`config.mk`:
```
export PLATFORM = sky130hd
export DESIGN_NAME = axi4lite_reg_slave
export DESIGN_NICKNAME = d
export VERILOG_FILES = /design/src/rtl/axi4lite_reg_slave.sv
export SDC_FILE = /design/constraint.sdc
export NUM_CORES = 1
export LEC_CHECK = 0
export CAP_MARGIN = 15
export CORE_MARGIN = 4
export CORE_UTILIZATION = 33
export CTS_BUF_LIST = sky130_fd_sc_hd__clkbuf_4
export CTS_CLUSTER_SIZE = 30
export DETAILED_ROUTE_END_ITERATION = 16
export DONT_BUFFER_PORTS = 1
export SYNTH_ARGS = -nofsm -noshare
export SYNTH_HDL_FRONTEND = slang
export SYNTH_SLANG_ARGS = --single-unit
```
`constraint.sdc`:
```
create_clock -name aclk -period 2.5 [get_ports aclk]
set_input_delay 0.5 -clock aclk [delete_from_list [all_inputs] [get_ports aclk]]
set_output_delay 0.5 -clock aclk [all_outputs]
set_load 0.05 [all_outputs]
```
`src/rtl/axi4lite_reg_slave.sv`:
```
// AXI4-Lite slave exposing NUM_REGS read/write registers with byte-strobe writes.
// Optional macro AXIL_PROT_CHECK_EN rejects unprivileged (prot[0]=0) accesses with SLVERR.
module axi4lite_reg_slave #(
    parameter int DATA_WIDTH = 32,
    parameter int ADDR_WIDTH = 32,
    parameter int NUM_REGS   = 16
) (
    input  logic                           aclk,
    input  logic                           aresetn,
    input  logic [ADDR_WIDTH-1:0]          awaddr,
    input  logic [2:0]                     awprot,
    input  logic                           awvalid,
    output logic                           awready,
    input  logic [DATA_WIDTH-1:0]          wdata,
    input  logic [DATA_WIDTH/8-1:0]        wstrb,
    input  logic                           wvalid,
    output logic                           wready,
    output logic [1:0]                     bresp,
    output logic                           bvalid,
    input  logic                           bready,
    input  logic [ADDR_WIDTH-1:0]          araddr,
    input  logic [2:0]                     arprot,
    input  logic                           arvalid,
    output logic                           arready,
    output logic [DATA_WIDTH-1:0]          rdata,
    output logic [1:0]                     rresp,
    output logic                           rvalid,
    input  logic                           rready,
    output logic [NUM_REGS*DATA_WIDTH-1:0] regs_q
);

    localparam int STRB_WIDTH = DATA_WIDTH / 8;
    localparam int IDX_LSB    = $clog2(STRB_WIDTH);
    localparam int IDX_W      = $clog2(NUM_REGS);
    localparam int UPPER_LSB  = IDX_LSB + IDX_W;
    localparam logic [1:0] RESP_OKAY   = 2'b00;
    localparam logic [1:0] RESP_SLVERR = 2'b10;

    typedef enum logic [1:0] {
        W_IDLE,
        W_HAVE_AW,
        W_HAVE_W,
        W_RESP
    } wr_state_t;

    function automatic logic addr_out_of_range(input logic [ADDR_WIDTH-1:0] addr);
        return (addr >> UPPER_LSB) != '0;
    endfunction

    wr_state_t               wr_state_q, wr_state_d;
    logic                    ready_en_q, ready_en_d;
    logic [IDX_W-1:0]        aw_idx_q, aw_idx_d;
    logic                    aw_err_q, aw_err_d;
    logic [DATA_WIDTH-1:0]   wdata_q, wdata_d;
    logic [STRB_WIDTH-1:0]   wstrb_q, wstrb_d;
    logic [1:0]              bresp_q, bresp_d;
    logic                    rvalid_q, rvalid_d;
    logic [DATA_WIDTH-1:0]   rdata_q, rdata_d;
    logic [1:0]              rresp_q, rresp_d;
    logic [DATA_WIDTH-1:0]   reg_file_q [NUM_REGS];
    logic [DATA_WIDTH-1:0]   reg_file_d [NUM_REGS];

    logic                    aw_hs, w_hs, ar_hs;
    logic                    aw_access_err, ar_access_err;
    logic                    commit;
    logic [IDX_W-1:0]        commit_idx;
    logic                    commit_err;
    logic [DATA_WIDTH-1:0]   commit_data;
    logic [STRB_WIDTH-1:0]   commit_strb;

`ifdef AXIL_PROT_CHECK_EN
    assign aw_access_err = addr_out_of_range(awaddr) || !awprot[0];
    assign ar_access_err = addr_out_of_range(araddr) || !arprot[0];
`else
    logic unused_prot;
    assign aw_access_err = addr_out_of_range(awaddr);
    assign ar_access_err = addr_out_of_range(araddr);
    assign unused_prot   = ^{awprot, arprot};
`endif

    // ready_en_q keeps every ready low until the first edge after reset release
    assign awready = ready_en_q && (wr_state_q == W_IDLE || wr_state_q == W_HAVE_W);
    assign wready  = ready_en_q && (wr_state_q == W_IDLE || wr_state_q == W_HAVE_AW);
    assign arready = ready_en_q && !rvalid_q;
    assign bvalid  = (wr_state_q == W_RESP);
    assign bresp   = bresp_q;
    assign rvalid  = rvalid_q;
    assign rdata   = rdata_q;
    assign rresp   = rresp_q;

    assign aw_hs = awvalid && awready;
    assign w_hs  = wvalid && wready;
    assign ar_hs = arvalid && arready;
    assign ready_en_d = 1'b1;

    always_comb begin
        wr_state_d  = wr_state_q;
        aw_idx_d    = aw_idx_q;
        aw_err_d    = aw_err_q;
        wdata_d     = wdata_q;
        wstrb_d     = wstrb_q;
        bresp_d     = bresp_q;
        commit      = 1'b0;
        commit_idx  = (wr_state_q == W_HAVE_AW) ? aw_idx_q : awaddr[IDX_LSB +: IDX_W];
        commit_err  = (wr_state_q == W_HAVE_AW) ? aw_err_q : aw_access_err;
        commit_data = (wr_state_q == W_HAVE_W) ? wdata_q : wdata;
        commit_strb = (wr_state_q == W_HAVE_W) ? wstrb_q : wstrb;

        if (aw_hs) begin
            aw_idx_d = awaddr[IDX_LSB +: IDX_W];
            aw_err_d = aw_access_err;
        end
        if (w_hs) begin
            wdata_d = wdata;
            wstrb_d = wstrb;
        end

        case (wr_state_q)
            W_IDLE: begin
                if (aw_hs && w_hs) begin
                    wr_state_d = W_RESP;
                    commit     = 1'b1;
                end else if (aw_hs) begin
                    wr_state_d = W_HAVE_AW;
                end else if (w_hs) begin
                    wr_state_d = W_HAVE_W;
                end
            end
            W_HAVE_AW: begin
                if (w_hs) begin
                    wr_state_d = W_RESP;
                    commit     = 1'b1;
                end
            end
            W_HAVE_W: begin
                if (aw_hs) begin
                    wr_state_d = W_RESP;
                    commit     = 1'b1;
                end
            end
            W_RESP: begin
                if (bready) begin
                    wr_state_d = W_IDLE;
                end
            end
            default: wr_state_d = W_IDLE;
        endcase

        if (commit) begin
            bresp_d = commit_err ? RESP_SLVERR : RESP_OKAY;
        end
    end

    always_comb begin
        reg_file_d = reg_file_q;
        if (commit && !commit_err) begin
            for (int b = 0; b < STRB_WIDTH; b++) begin
                if (commit_strb[b]) begin
                    reg_file_d[commit_idx][b*8 +: 8] = commit_data[b*8 +: 8];
                end
            end
        end
    end

    // Read samples reg_file_q, so a same-cycle write commit returns the old value
    always_comb begin
        rvalid_d = rvalid_q;
        rdata_d  = rdata_q;
        rresp_d  = rresp_q;
        if (ar_hs) begin
            rvalid_d = 1'b1;
            if (ar_access_err) begin
                rdata_d = '0;
                rresp_d = RESP_SLVERR;
            end else begin
                rdata_d = reg_file_q[araddr[IDX_LSB +: IDX_W]];
                rresp_d = RESP_OKAY;
            end
        end else if (rvalid_q && rready) begin
            rvalid_d = 1'b0;
        end
    end

    always_ff @(posedge aclk or negedge aresetn) begin
        if (!aresetn) begin
            wr_state_q <= W_IDLE;
            ready_en_q <= 1'b0;
            aw_idx_q   <= '0;
            aw_err_q   <= 1'b0;
            wdata_q    <= '0;
            wstrb_q    <= '0;
            bresp_q    <= RESP_OKAY;
            rvalid_q   <= 1'b0;
            rdata_q    <= '0;
            rresp_q    <= RESP_OKAY;
        end else begin
            wr_state_q <= wr_state_d;
            ready_en_q <= ready_en_d;
            aw_idx_q   <= aw_idx_d;
            aw_err_q   <= aw_err_d;
            wdata_q    <= wdata_d;
            wstrb_q    <= wstrb_d;
            bresp_q    <= bresp_d;
            rvalid_q   <= rvalid_d;
            rdata_q    <= rdata_d;
            rresp_q    <= rresp_d;
        end
    end

    for (genvar gi = 0; gi < NUM_REGS; gi++) begin : g_regs
        always_ff @(posedge aclk or negedge aresetn) begin
            if (!aresetn) begin
                reg_file_q[gi] <= '0;
            end else begin
                reg_file_q[gi] <= reg_file_d[gi];
            end
        end
        assign regs_q[gi*DATA_WIDTH +: DATA_WIDTH] = reg_file_q[gi];
    end

endmodule

```
==> results of run 1 <==
## power groups by stage
stage | Combinational, mW | Sequential [mW] | Clock [mW]
detailed placement | 5.17 | 12.9 | 0
finish | 6.03 | 12.7 | 8.81
floorplan | 3.76 | 12.5 | 0
global route | 6.46 | 12.8 | 9.67
CTS | 5.97 | 12.7 | 9.13
global placement | 4.97 | 12.8 | 0
## path summary, 6_finish.rpt
path / slack (ns) / startpoint / to
min in group aclk: 0.17 / wdata[3] / wdata_q[3]
worst max-delay path: -0.37 / wr_state_q[1] / regs_q[275]
worst max register to register: -0.37 / wr_state_q[1] / regs_q[275]
worst min register to register: 0.50 / wdata_q[10] / wdata_q[10]
worst min-delay path: -0.83 / aresetn / regs_q[102]
max in group asynchronous: 2.25 / aresetn / rvalid
## cells in the final DEF (no fill, tap or decap), types with 13 or more instances in the layout
master and count:
dfrtp_1 590, clkbuf_4 240, buf_12 57, clkinv_1 33, mux2_4 66, nand2_1 44
mux2_2 521, dlygate4sd3_1 147, nand3_4 40, buf_4 83, nor3_4 13, mux2i_1 70
mux4_2 128, o221ai_1 32
## Yosys cell counts (6+ instances only)
master | n | area, um2
nor3_1 | 10 | 50.1
nor4_1 | 10 | 62.6
buf_1 | 21 | 78.8
buf_2 | 10 | 50.1
dfrtp_1 | 591 | 14800
mux4_2 | 128 | 2880
nand3_4 | 30 | 526
clkbuf_1 | 65 | 244
nand3_1 | 6 | 30.0
and3_1 | 7 | 43.8
mux2_2 | 575 | 6470
nand3_2 | 12 | 120
buf_4 | 6 | 45.0
nand2_1 | 46 | 173
nor3_2 | 8 | 80.1
mux2i_1 | 70 | 701
nor2_1 | 7 | 26.3
nor3_4 | 10 | 163
mux2_1 | 12 | 135
o221ai_1 | 32 | 280
o21ai_0 | 7 | 35.0
inv_1 | 7 | 26.3
## cells by family (layout without fill, tap and decap cells)
logic type                 after synthesis  after routing
AOI/OAI and AO/OA                       57             57
adders and majority gates                4              4
and+or+nand+nor                        161            161
buffers and inverters                  116            600
muxes                                  785            785
DFF                                    591            591
other                                    2             12
## layer usage
| metal | track usage [%] | part of all wire (%) |
|---|---|---|
| met5 | 0 | 0.013 |
| met4 | 9.86 | 4.2 |
| met3 | 8.87 | 8.8 |
| met2 | 38.5 | 49 |
| met1 | 26.7 | 38 |
## critical path, cell delays in order (launching register included)
cell and delay [ns]:
dfrtp_1 0.36, inv_1 0.06, ha_1 0.22, buf_12 0.16, buf_4 0.14, or3_4 0.40, o31ai_4 0.23, buf_6 0.16
bufbuf_16 0.27, and3_4 0.19, buf_12 0.15, mux2_2 0.35
## flip-flops by register name (all words and copies together), names as in the netlist
signal and cells:
rresp 1, aw_err_q 1, rvalid 1, aw_idx_q 4
wdata_q 32, regs_q 512, wstrb_q 4, rdata 32
wr_state_q 2, ready_en_q 1, bresp 1
## layout make-up
class                   instances  area (um2)  share of cell area, %
flip-flops and latches        591       14800                   43.0
clock inverters                49         265                  0.771
diodes                          9        22.5                 0.0655
multi-input cells            1010       12600                   36.7
well taps                    1070        1340                   3.89
repair buffers                304        3540                   10.3
clock buffers                 240        1800                   5.24
inverters                       7        28.8                 0.0836
## metrics by stage
stage / instance area (um2) / hold slack, ns
floorplan: 27800 / 0.204
global placement: 30200 / 0.223
detailed placement: 30200 / 0.225
CTS: 34300 / -1.02
global route: 34400 / -1.03
finish: 34400 / -0.828
## what timing repair did
action	in CTS	in global routing
gates resized for setup	52	10
setup endpoints to repair	518	549
setup buffers	21	1
pin swaps	10	1
cloned	2	0
endpoints found under the hold margin	1173	591
==> run summary, run 1 <==
- complete, but fails checks — outcome
- negative hold slack, negative setup slack — violated checks
- 0.861 — routability congestion estimate from global placement
- 0 — Max Slew Vio Count
- 348 MHz — Fmax
- 82200 um2 — core box area
- 0 — number of flops mapped to enable cells by yosys
- 0 — number of nets still failing antenna checks after routing
- input pin to asynchronous set/reset pin — class of the tightest hold or removal check
- 5 — number of iterations in the first detailed-routing pass
- 7489 — total of fill cells in the finished design
- 8 — number of antenna violations at the first check in global routing
- 666 — count of boundary I/O pins
- 3.76 ns — endpoint arrival time on the critical path
- 15.0% — worst max-slew margin expressed relative to the limit
- 3.39 ns — required arrival time at the worst endpoint
- 37.1% — mux share of post-synthesis cell area
- 0 — port bufs
- 20.0k — vias in the first global route
- 0 — overflow left after global routing
- 591 — hold violation total from the final report
- 105 — floorplan row count
- true — setup repair after global routing missed its margin
- 27400 um2 — synthesized area
- 5.09% — post-synthesis share of cell area spent on and, or, nand and nor gates
- 0 — total of warnings raised by yosys
- 296 um — die height
- 100% — Async S/R FF share, synth
- built — clock tree from TritonCTS
- 1716 — synthesized instance count
- 11 — r2r worst-path depth
- 145000 um — wire length of the first global-routing pass
- 0% — post-synthesis xor/xnor area fraction
- 16.0 um2 — average cell area after synthesis
- 18.2k — vias after detailed routing
- 16.4 nW — P_leak
- 296 um — die extent in x
- 800 nW/um2 — pwr/cell area
- 591 — number of clock sinks
- 2196 — net total in the final layout
- 46.1% — power share of the sequential group
- flip-flop to flip-flop — Worst Path Class, Setup
- 33.4% — effective utilization at floorplan
- multiplexers — combinational family with the most area after synthesis
- clkbuf_4 — root buf cell
- 53.9% — fraction of the yosys area taken by sequential cells
- 65400 um — detailed-placement wirelength estimate
- 14 — CP max FO
- dfrtp_1 — Main synth FF type
- 945 — initial drt markers
- -106.87 ns — summed negative setup slack over all endpoints
- 17.5 mW — total internal power
- 592 — largest net degree at the start of global routing
- -0.828 ns — final hold slack
- 25.4% — P&R area growth vs syn
- 0.06 ns — clock-pin slew on the worst setup and hold paths
- 2.87 ns — time the worst path needs with I/O delays and setup
- 103000 um — total wirelength of the detailed-routed design
- 3 — largest buffer count on any clock path
- 534 — setup violation total in the final timing report
- -0.371 ns — final worst setup slack
- 591 — number of storage elements in the synthesis netlist
- 36.4% — switching share of total power
- 46 — number of library cell types mapped by synthesis
- 10.0 mW — switching power
- 0.182% — Synth Area in Adders
- 0 — drc violations
- 55.6% — fraction of final layout cells with drive strength greater than 1
- 41.8% — Final Core Density
- 1.70% — compound-gate portion of the synthesized area
- flip-flop — startpoint type of the worst setup path
- 151 — hold buffer count at cts
- 1.28 ns — transition time at the pin with the least slew margin
- 1.05 ns — clock latency on the worst-skew pair
- 27.5 mW — power consumption
- -0.434 ns — DP Worst Slack
- 165 — total clock buffers created by CTS
- 4 — CTS H-tree lvls
- 2807 — post-placement cell count
- 21.9% — power share of the combinational group
- flip-flop — Crit. End Element
- 23.1% — all-layer global routing usage
- 0 — Max Cap Violations
- 0.394 mV — largest voltage drop on the vdd net
- 87800 um2 — Die ar.
- 0.0574 ns — clk_skew
- 32.0% — share of total power in the clock network
- 115% — post-route fraction of the period consumed by the critical path
- 5.56 — detailed-route vias per instance
- 3280 — number of cells in the finished layout apart from fillers
- 31.5 um — average wire length per cell after detail routing
No activity file was read; power rests on OpenSTA's default activity.
==> inputs of run 2 (changes only) <==
--- a/config.mk
+++ b/config.mk
@@ -6,6 +6,7 @@
 export NUM_CORES = 1
 export LEC_CHECK = 0
 export CAP_MARGIN = 15
+export CORE_ASPECT_RATIO = 0.9
 export CORE_MARGIN = 4
 export CORE_UTILIZATION = 33
 export CTS_BUF_LIST = sky130_fd_sc_hd__clkbuf_4
==> run 2 against run 1 <==
Against the previous run:
- the run ends with negative hold slack, max-slew violations, negative setup slack left
- clock skew increased by 0.015 ns
- worst setup slack improved by 0.085 ns
- via count decreased by 1.6%
- sequential power about the same
- non-clock buffer count decreased by 36
- first-iteration DRC count increased by 12%
- clock power increased by 3.0%
- final cell count decreased by 1.4%
- critical endpoint is now regs_q[73]
- maximum frequency increased by 3.0%
- total power increased by 2.5%
==> run summary, run 2 (synthesis gave the netlist of run 1 again) <==
- dfrtp_1 — leading cell type in the layout, fill and taps excluded
- 0.831 — routability congestion estimate from global placement
- 538 — setup violation total in the final timing report
- 666 — count of boundary I/O pins
- built — clock tree from TritonCTS
- 33.2% — effective utilization at floorplan
- 0.567 mV — largest voltage drop on the vdd net
- 0 — Max Cap Violations
- 3.63 ns — endpoint arrival time on the critical path
- 3 — largest buffer count on any clock path
- 0 — overflow left after global routing
- 312 um — die extent in x
- 14800 um2 — Storage cell area
- 111% — post-route fraction of the period consumed by the critical path
- 82600 um2 — core box area
- 4 — CTS H-tree lvls
- input pin to asynchronous set/reset pin — class of the tightest hold or removal check
- -0.287 ns — final worst setup slack
- wr_state_q[1] — launching point of the worst reg2reg path
- 123 — hold buffer count at cts
- true — setup repair after global routing missed its margin
- 100 — floorplan row count
- 56.6% — fraction of final layout cells with drive strength greater than 1
- 512 — number of flip-flops in the largest register
- 3.34 ns — required arrival time at the worst endpoint
- 2.32 ns — transition time at the pin with the least slew margin
- 0 — drc violations
- 826 nW/um2 — pwr/cell area
- wr_state_q[1] — Critical Path Source
- 1055 — initial drt markers
- 0 — number of nets still failing antenna checks after routing
- 591 — hold violation total from the final report
- dfrtp_1 (591), mux2_2 (497), clkbuf_4 (236) — commonest cells after routing, fill and taps aside
- 591 — number of clock sinks
- 0.06 ns — clock-pin slew on the worst setup and hold paths
- flip-flop — Crit. End Element
- 5.54 — detailed-route vias per instance
- 27.8% — met1 track demand over resource in global routing
- negative hold slack, max-slew violations, negative setup slack — violated checks
- 2157 — net total in the final layout
- 359 MHz — Fmax
- 87800 um2 — Die ar.
- 5 — number of iterations in the first detailed-routing pass
- 23.1% — all-layer global routing usage
- 32.1 um — average wire length per cell after detail routing
- 38.5% — met2 global-route usage
- 162 — total clock buffers created by CTS
- -0.765 ns — final hold slack
- flip-flop to flip-flop — Worst Path Class, Setup
- clkbuf_4 — root buf cell
- 592 — largest net degree at the start of global routing
- 17.9k — vias after detailed routing
- 246 — Max Slew Vio Count
- 8.44% — met3 demand-to-capacity share in global routing
- 0.0726 ns — clk_skew
- 0 — port bufs
- 2.79 ns — time the worst path needs with I/O delays and setup
- 7 — number of antenna violations at the first check in global routing
- 146000 um — wire length of the first global-routing pass
- flip-flop — startpoint type of the worst setup path
- 24.5% — P&R area growth vs syn
- -54.4% — worst max-slew margin expressed relative to the limit
- 19.5k — vias in the first global route
- 28.2 mW — power consumption
- 16.2 nW — P_leak
- 12800 um2 — multi-input gate area in the final layout
- 282 um — die height
- met2 — layer with the highest usage
- complete, but fails checks — outcome
- 104000 um — total wirelength of the detailed-routed design
- 65300 um — detailed-placement wirelength estimate
- 8 — CP max FO
- 7499 — total of fill cells in the finished design
- 1.00 ns — clock latency on the worst-skew pair
==> run 2: cell types whose count changed in the layout (fill, tap and decap cells not counted), moves of 3 or more <==
cell           delta
dlygate4sd3_1    -30
mux2_2           -24
mux2_4           +24
buf_12           -11
buf_6             +8
clkinv_1          -8
inv_2             +5
bufinv_16         +4
clkbuf_4          -4
inv_6             -4
nor3_2            -4
nor3_4            +4
buf_4             -3
buf_8             -3
==> run 2: routing by layer <==
layer	vias up	routed length [um]
li1	7287	-
met1	9606	40800
met2	868	51000
met3	164	9200
met4	0	2750
met5	-	0
==> run 2: path summary, 6_finish.rpt <==
kind                               end  cells past startpoint  slack (ns)
setup / recovery            regs_q[73]                     10       -0.29
hold / removal             regs_q[274]                      0       -0.77
setup reg to reg            regs_q[73]                     10       -0.29
hold reg to reg             wdata_q[9]                      1        0.50
max in group asynchronous   regs_q[91]                      0        1.44
min in group aclk             rdata[9]                      3        0.14
==> run 2: layout make-up <==
class / count / area share [%]
Antenna cell: 7 / 0.0513
Multi-Input combinational cell: 1010 / 37.4
Tap cell: 1071 / 3.92
Timing Repair Buffer: 268 / 9.16
Clock inverter: 45 / 0.970
Sequential cell: 591 / 43.3
Clock buffer: 236 / 5.18
Inverter: 7 / 0.0842
==> run 2: what timing repair did <==
item | in CTS | in global routing
buffers inserted | 8 | 12
endpoints found under the hold margin | 1161 | 591
gates resized for setup | 59 | 41
setup endpoints to repair | 516 | 535
pin swaps | 18 | 10
cloned | 3 | 2
==> run 2: stage by stage <==
step | utilization (%) | setup WS (ns) | std cells | setup TNS, ns | instance area (um2)
finish | 41.4 | -0.287 | 3235 | -74.24 | 34200
global route | 41.4 | -0.341 | 3234 | -106.90 | 34200
CTS | 41.0 | -0.365 | 3215 | -44.84 | 33800
detailed placement | 36.3 | -0.469 | 2800 | -190.67 | 30000
global placement | 36.3 | -0.467 | 2800 | -187.91 | 30000
floorplan | - | -0.173 | 1717 | -50.49 | 27800
==> run 2: where the power goes <==
group | total (mW) | switching [mW] | internal (mW)
registers | 12.7 | 2.33 | 10.3
clock network | 9.07 | 4.23 | 4.83
logic | 6.49 | 3.54 | 2.95
==> run 2: worst max-delay path: stages, from the launching register on <==
cell and delay (ns):
dfrtp_1 0.37, inv_2 0.05, ha_2 0.21, buf_4 0.17, or3_4 0.41, o31ai_4 0.26, buf_6 0.16, bufbuf_16 0.26
buf_4 0.13, nand3_4 0.23, mux2_2 0.35
